==> config.mk <==
export PLATFORM = sky130hd
export DESIGN_NAME = pipereg_mem_stage
export DESIGN_NICKNAME = d
export VERILOG_FILES = /design/src/rtl/pipereg_mem_stage.sv
export SDC_FILE = /design/constraint.sdc
export NUM_CORES = 1
export LEC_CHECK = 0
export ABC_AREA = 1
export CAP_MARGIN = 20
export CORE_AREA = 2 2 157 159
export DETAILED_ROUTE_END_ITERATION = 8
export DIE_AREA = 0 0 159 161
export PLACE_DENSITY = 0.63
export SLEW_MARGIN = 25
export SYNTH_ARGS = -nofsm -noshare
export SYNTH_HDL_FRONTEND = slang
export SYNTH_SLANG_ARGS = --single-unit
==> constraint.sdc <==
create_clock -name CLK -period 1.7 [get_ports CLK]
set_clock_uncertainty 0.2 [all_clocks]
set_input_delay 0.34 -clock CLK [delete_from_list [all_inputs] [get_ports CLK]]
set_output_delay 0.34 -clock CLK [all_outputs]
set_load 0.01 [all_outputs]
==> src/rtl/pipereg_mem_stage.sv <==
// EX/MEM pipeline register with a one-request data-memory tracker.
// Define PIPEREG_WAITCNT_EN to build the wait_cnt request-latency counter.
module pipereg_mem_stage #(
  parameter int DATA_W = 160,
  parameter int CTRL_W = 2,
  parameter int LOAD_W = 32,
  parameter int CNT_W  = 8
) (
  input  logic              CLK,
  input  logic              nRST,
  input  logic              en,
  input  logic              stall,
  input  logic              flush,
  input  logic              dhit,
  input  logic              in_valid,
  input  logic [DATA_W-1:0] in_data,
  input  logic [CTRL_W-1:0] in_ctrl,
  input  logic [LOAD_W-1:0] load_in,
  output logic              out_valid,
  output logic [DATA_W-1:0] out_data,
  output logic [CTRL_W-1:0] out_ctrl,
  output logic [LOAD_W-1:0] load_out,
  output logic              mem_busy,
  output logic [CNT_W-1:0]  wait_cnt
);

  typedef enum logic [1:0] {
    IDLE,
    REQ,
    DONE
  } state_t;

  state_t state;
  logic   in_req;
  logic   hit;
  logic   adv;
  logic   start;

  assign in_req = (state == REQ);
  assign hit    = dhit & in_req;
  assign adv    = en & ~stall & ~in_req;
  assign start  = adv & in_valid & (|in_ctrl);

  always_ff @(posedge CLK or negedge nRST) begin
    if (!nRST) begin
      state     <= IDLE;
      out_valid <= 1'b0;
      out_data  <= '0;
      out_ctrl  <= '0;
      load_out  <= '0;
    end else begin
      priority case (1'b1)
        flush: begin
          state     <= IDLE;
          out_valid <= 1'b0;
          out_data  <= '0;
          out_ctrl  <= '0;
        end
        hit: begin
          state    <= DONE;
          load_out <= load_in;
          out_ctrl <= '0;
        end
        adv: begin
          state     <= start ? REQ : IDLE;
          out_valid <= in_valid;
          out_data  <= in_data;
          out_ctrl  <= in_valid ? in_ctrl : '0;
        end
        default: ;
      endcase
    end
  end

  // Stall request to the hazard unit; decoded from state only.
  assign mem_busy = in_req;

`ifdef PIPEREG_WAITCNT_EN
  logic [CNT_W-1:0] cnt;

  always_ff @(posedge CLK or negedge nRST) begin
    if (!nRST) begin
      cnt <= '0;
    end else if (!flush) begin
      if (in_req) begin
        if (cnt != {CNT_W{1'b1}}) cnt <= cnt + 1'b1;
      end else if (start) begin
        cnt <= '0;
      end
    end
  end

  assign wait_cnt = cnt;
`else
  assign wait_cnt = '0;
`endif

endmodule

Yosys cells after proc, flatten, opt, wreduce, memory -nomap -nowiden
Index checks and enable logic that the tools add are counted.
Operators by class
  bitwise gates (word level): 8
  equal/unequal tests: 2
  $add $sub $neg: 0
  order comparisons: 0
  reductions and logical operators: 5
  div/mod/pow operators: 0
  shifts and indexed selects: 0
  $mul: 0
  muxes and demuxes: 14
Operator list (number)
  2-to-1 mux 160 bit: 3
  2-to-1 mux 2 bit: 7
  AND 1 bit: 5
  2-to-1 mux 1 bit: 4
  AND reduction 2 bit: 2
  NOT 1 bit: 3
  nonzero test 3 bit: 1
  == test 2 x 1 -> 1 bit, second input constant: 1
  inequality test 2 bit, second input constant: 1
  nonzero test 2 bit: 1
  OR reduction 2 bit: 1
Word-level totals
  logic and storage cells: 34
  output and inout bits: 204
  register bits: 197
  bits in read-only memories: 0
  latch bits: 0
  input port bits: 201
  memory bits (writable): 0
  memories: 0

Longest topological paths before layout
  word-level depth: 9
  mapped depth: 8
  depth with buffers taken out: 6

Worst setup path after synthesis
No wires, ideal clock.
  path kind: reg-to-reg
  start point: register state[1]
  end point: register out_data[100]
  cell stages (with the launch flop): 8
  data arrival time: 1.207 ns
  setup slack: 0.228 ns
  setup time: 0.065 ns
  buffers on the path: 2
  period minus slack after synthesis: 1.472 ns
  data required time: 1.435 ns
  cells stage by stage: dfrtp_1 -> inv_1 -> nand2_2 -> a21oi_4 -> buf_2 -> buf_2 -> nand2_1 -> nand2_1
On the way
  word-level cells in the longest chain between the ends: 5
  elaborated cells on any way between the ends: 7
  classes of those cells: 2 x eq/ne; 3 x bitwise; 2 x reduce/logical
RTL lines
  from (decl): RTL line 33  | state_t state;
  from (signal assigned): RTL line 65  | state <= start ? REQ : IDLE;
  == test 2 x 1 -> 1 bit *: RTL line 39  | assign in_req = (state == REQ);
  NOT 1 bit: RTL line 41  | assign adv = en & ~stall & ~in_req;
  AND 1 bit: RTL line 41
  nonzero test 2 bit (no line)
  AND reduction 2 bit (no line) *
  to (signal assigned): RTL line 67  | out_data <= in_data;
  to (decl): RTL line 20  | output logic [DATA_W-1:0] out_data,
Every way passes the cells marked *; elsewhere a longest branch is shown, timed or not.
A chain may end at the register's enable or synchronous reset.

Final worst setup path
  start point: register state[0]
  end point: register out_data[110]
The elaborated chain is that of the path after synthesis.

==> results.yml <==
pwr:
  powerDensity_nw_per_um2: 861.6
  peakVddDrop_mv: 0.5100
  power.leakage_nw: 7.283
  power_mw: 11.16
synthesis:
  synth_cell_types: 16
  postSynthAreaPerCell_um2: 8.802
  ys_ff_latch: 197
  synth_compound_area_share_pct: 0.2833
  synth_top_area_cell: "dfrtp_1"
  synthAdderAreaFrac_pct: 0
  synth-simple-area-share_pct: 30.36
  synthMostInstantiatedCell: "nand2_1"
  synth_commonest_cells: "nand2_1, dfrtp_1, buf_2"
  syn_inst: 853
  synth_top_cell_area_share_pct: 65.66
  synth_area_um2: 7508
  synthMuxAreaShare_pct: 0
  async_flop_share_pct: 100.0
  synth_top_family_by_area: "simple AND/OR/NAND/NOR gates"
  synth_area_leaders: "dfrtp_1, nand2_1, buf_2"
  ys_seq_area_share_pct: 65.66
  synth_xor_area_share_pct: 0
  ys.flop_type: "dfrtp_1"
  synth_edf_count: 0
  yosys_warnings: 0
critical_path:
  timing.rr.start: "state[0]$_DFFE_PN0P_"
  worstSetupStartpoint: "state[0]$_DFFE_PN0P_"
  r2r_end: "out_data[110]$_DFFE_PN0P_"
  critPathKind: "flip-flop to flip-flop"
  rr_worst_depth: 9
  critical_path.max_fanout: 8
  worstPathRequired_ns: 1.86
  arrival_ns: 1.84
  end_kind: "flip-flop"
  reg2reg_slack_ns: 0.03
  crit_path_start_kind: "flip-flop"
  cp-endpoint: "out_data[110]$_DFFE_PN0P_"
detailed_routing:
  wl_per_cell_um: 15.52
  drt-total-wl_um: 25250
  drt_iter0_drc: 299
  ant_nets: 0
  route.vias.total: 7026
  drc: 0
  dr.pass1.iters: 5
  vias_per_cell: 4.318
sta:
  post-route-period-util_pct: 98.35
  hold_slack_ns: 0.2130
  drv_slew: 0
  fin_tns_setup_ns: 0
  setup_viol: 0
  finalHoldViolCount: 0
  max_freq_ghz: 0.5981
  fin_crit_ns: 1.672
  rsz0062_at_grt: "yes"
job:
  cap_violations: 0
cells_and_area:
  fin_util_pct: 54.07
  area_delta_synth_final_pct: 72.57
  layout-drive-gt1-share_pct: 9.747
  antennaDiodeCount: 0
  nets: 1492
status:
  outcome: "finished, final reports clean"
global_route:
  grt_pass1_wl_um: 38020
  grt_pass1_vias: 6858
  grt_usage_pct: 18.86
  antenna_found_initial: 0
  grt_overflow: 0
  grt_max_degree: 60
min_path:
  hp-class: "primary input to asynchronous set/reset pin"
floorplan:
  die_w_um: 159
  initial_core_util_pct: 31.33
  die_height_um: 161
  dieArea_um2: 25600
  ios: 405
  core_area_um2: 23960
  rows: 57
placed_design:
  hpwl_um: 18120
  place.gp.congestion: 0.8188
  portBuffers: 396
cts:
  cts.path.max_buffers: 2
  numCtsBuffers: 17
  cts_tree: "done"
  path_clk_slew_ns: 0.08
  clock-sinks: 197
  htreeDepth: 4
  clock_latency_ns: 0.41
  cts_root_buf: "clkbuf_16"
## registers in the layout (all words and copies together) (netlist names)
signal / flops
load_out: 32
out_data: 160
state: 2
out_valid: 1
out_ctrl: 2
## area by class of cell
type / count / area [um2]
fill: 2274 / 11010
multi-input combinational: 607 / 2396
sequential: 197 / 4930
clock inverter: 12 / 125.1
inverter: 8 / 30.03
clock buffer: 19 / 442.9
timing repair buffer: 460 / 4628
tap: 324 / 405.4
## through the flow
| step | instances | setup WS (ns) | cell area (um2) |
|---|---|---|---|
| 2_1_floorplan | 860 | 0.2282 | 7535 |
| 3_3_place_gp | 1580 | -0.3076 | 12270 |
| 4_1_cts | 1612 | 0.002357 | 12620 |
| 3_5_place_dp | 1580 | -0.3143 | 12270 |
| 6_report | 1627 | 0.02812 | 12960 |
| 5_1_grt | 1627 | -0.04496 | 12960 |
## placed cells by master, fill, tap and decap left out, types with 4 or more instances in the layout
cell               n
clkbuf_16         23
conb_1             8
nand2_2           22
dfrtp_1          197
nand2_1          562
clkinv_4           8
buf_6              4
dlygate4sd2_1    170
buf_12            22
clkdlybuf4s50_1  199
inv_1              6
clkdlybuf4s15_1   23
nand4_1            6
buf_4             31
## routing by layer
layer / part of all wire [%] / track usage, % / vias up
met5: 0 / 0 / -
met4: 2.0 / 5.413 / 0
met3: 8.1 / 6.343 / 33
met2: 48 / 31.86 / 287
met1: 41 / 23.13 / 3271
li1: - / - / 3435
## kinds of logic (layout without fill, tap and decap cells)
family,count (synthesis),after routing
other,1,8
and+or+nand+nor,597,597
DFF,197,197
buffers and inverters,56,499
AOI/OAI and AO/OA,2,2
## power breakdown
part           switching, mW  leakage [nW]  internal, mW
sequential             0.182          2.66          5.05
clock                   1.93         0.277          1.97
combinational          0.940          4.35          1.09
total                   3.05          7.28          8.11
## critical path, cell delays in order, from the launching register on
cell       delay (ns)
dfrtp_1          0.41
nand2_4          0.11
buf_6            0.11
nand2_4          0.05
nor2_4           0.15
buf_6            0.15
buf_12           0.16
clkbuf_16        0.17
nand2_1          0.05
nand2_1          0.06
## worst min-delay path by stage
stage | startpoint | end | slack (ns) | depth (start not counted)
detailed placement | nRST | out_data[67]$_DFFE_PN0P_ | 0.11 | 1
global route | nRST | load_out[26]$_DFFE_PN0P_ | 0.22 | 2
CTS | nRST | out_data[67]$_DFFE_PN0P_ | 0.21 | 2
global placement | nRST | out_data[67]$_DFFE_PN0P_ | 0.11 | 1
finish | nRST | load_out[26]$_DFFE_PN0P_ | 0.21 | 2
floorplan | nRST | load_out[0]$_DFFE_PN0P_ | -0.16 | 0
## what timing repair did
item                       CTS  global route
gates resized for setup    207            51
hold endpoints to repair   123             0
setup buffers                0             9
pin swaps                    0            38
cloned                       0             6
setup endpoints to repair  196            57
hold buffers                 1             0
Power figures use the tool's default switching activity.
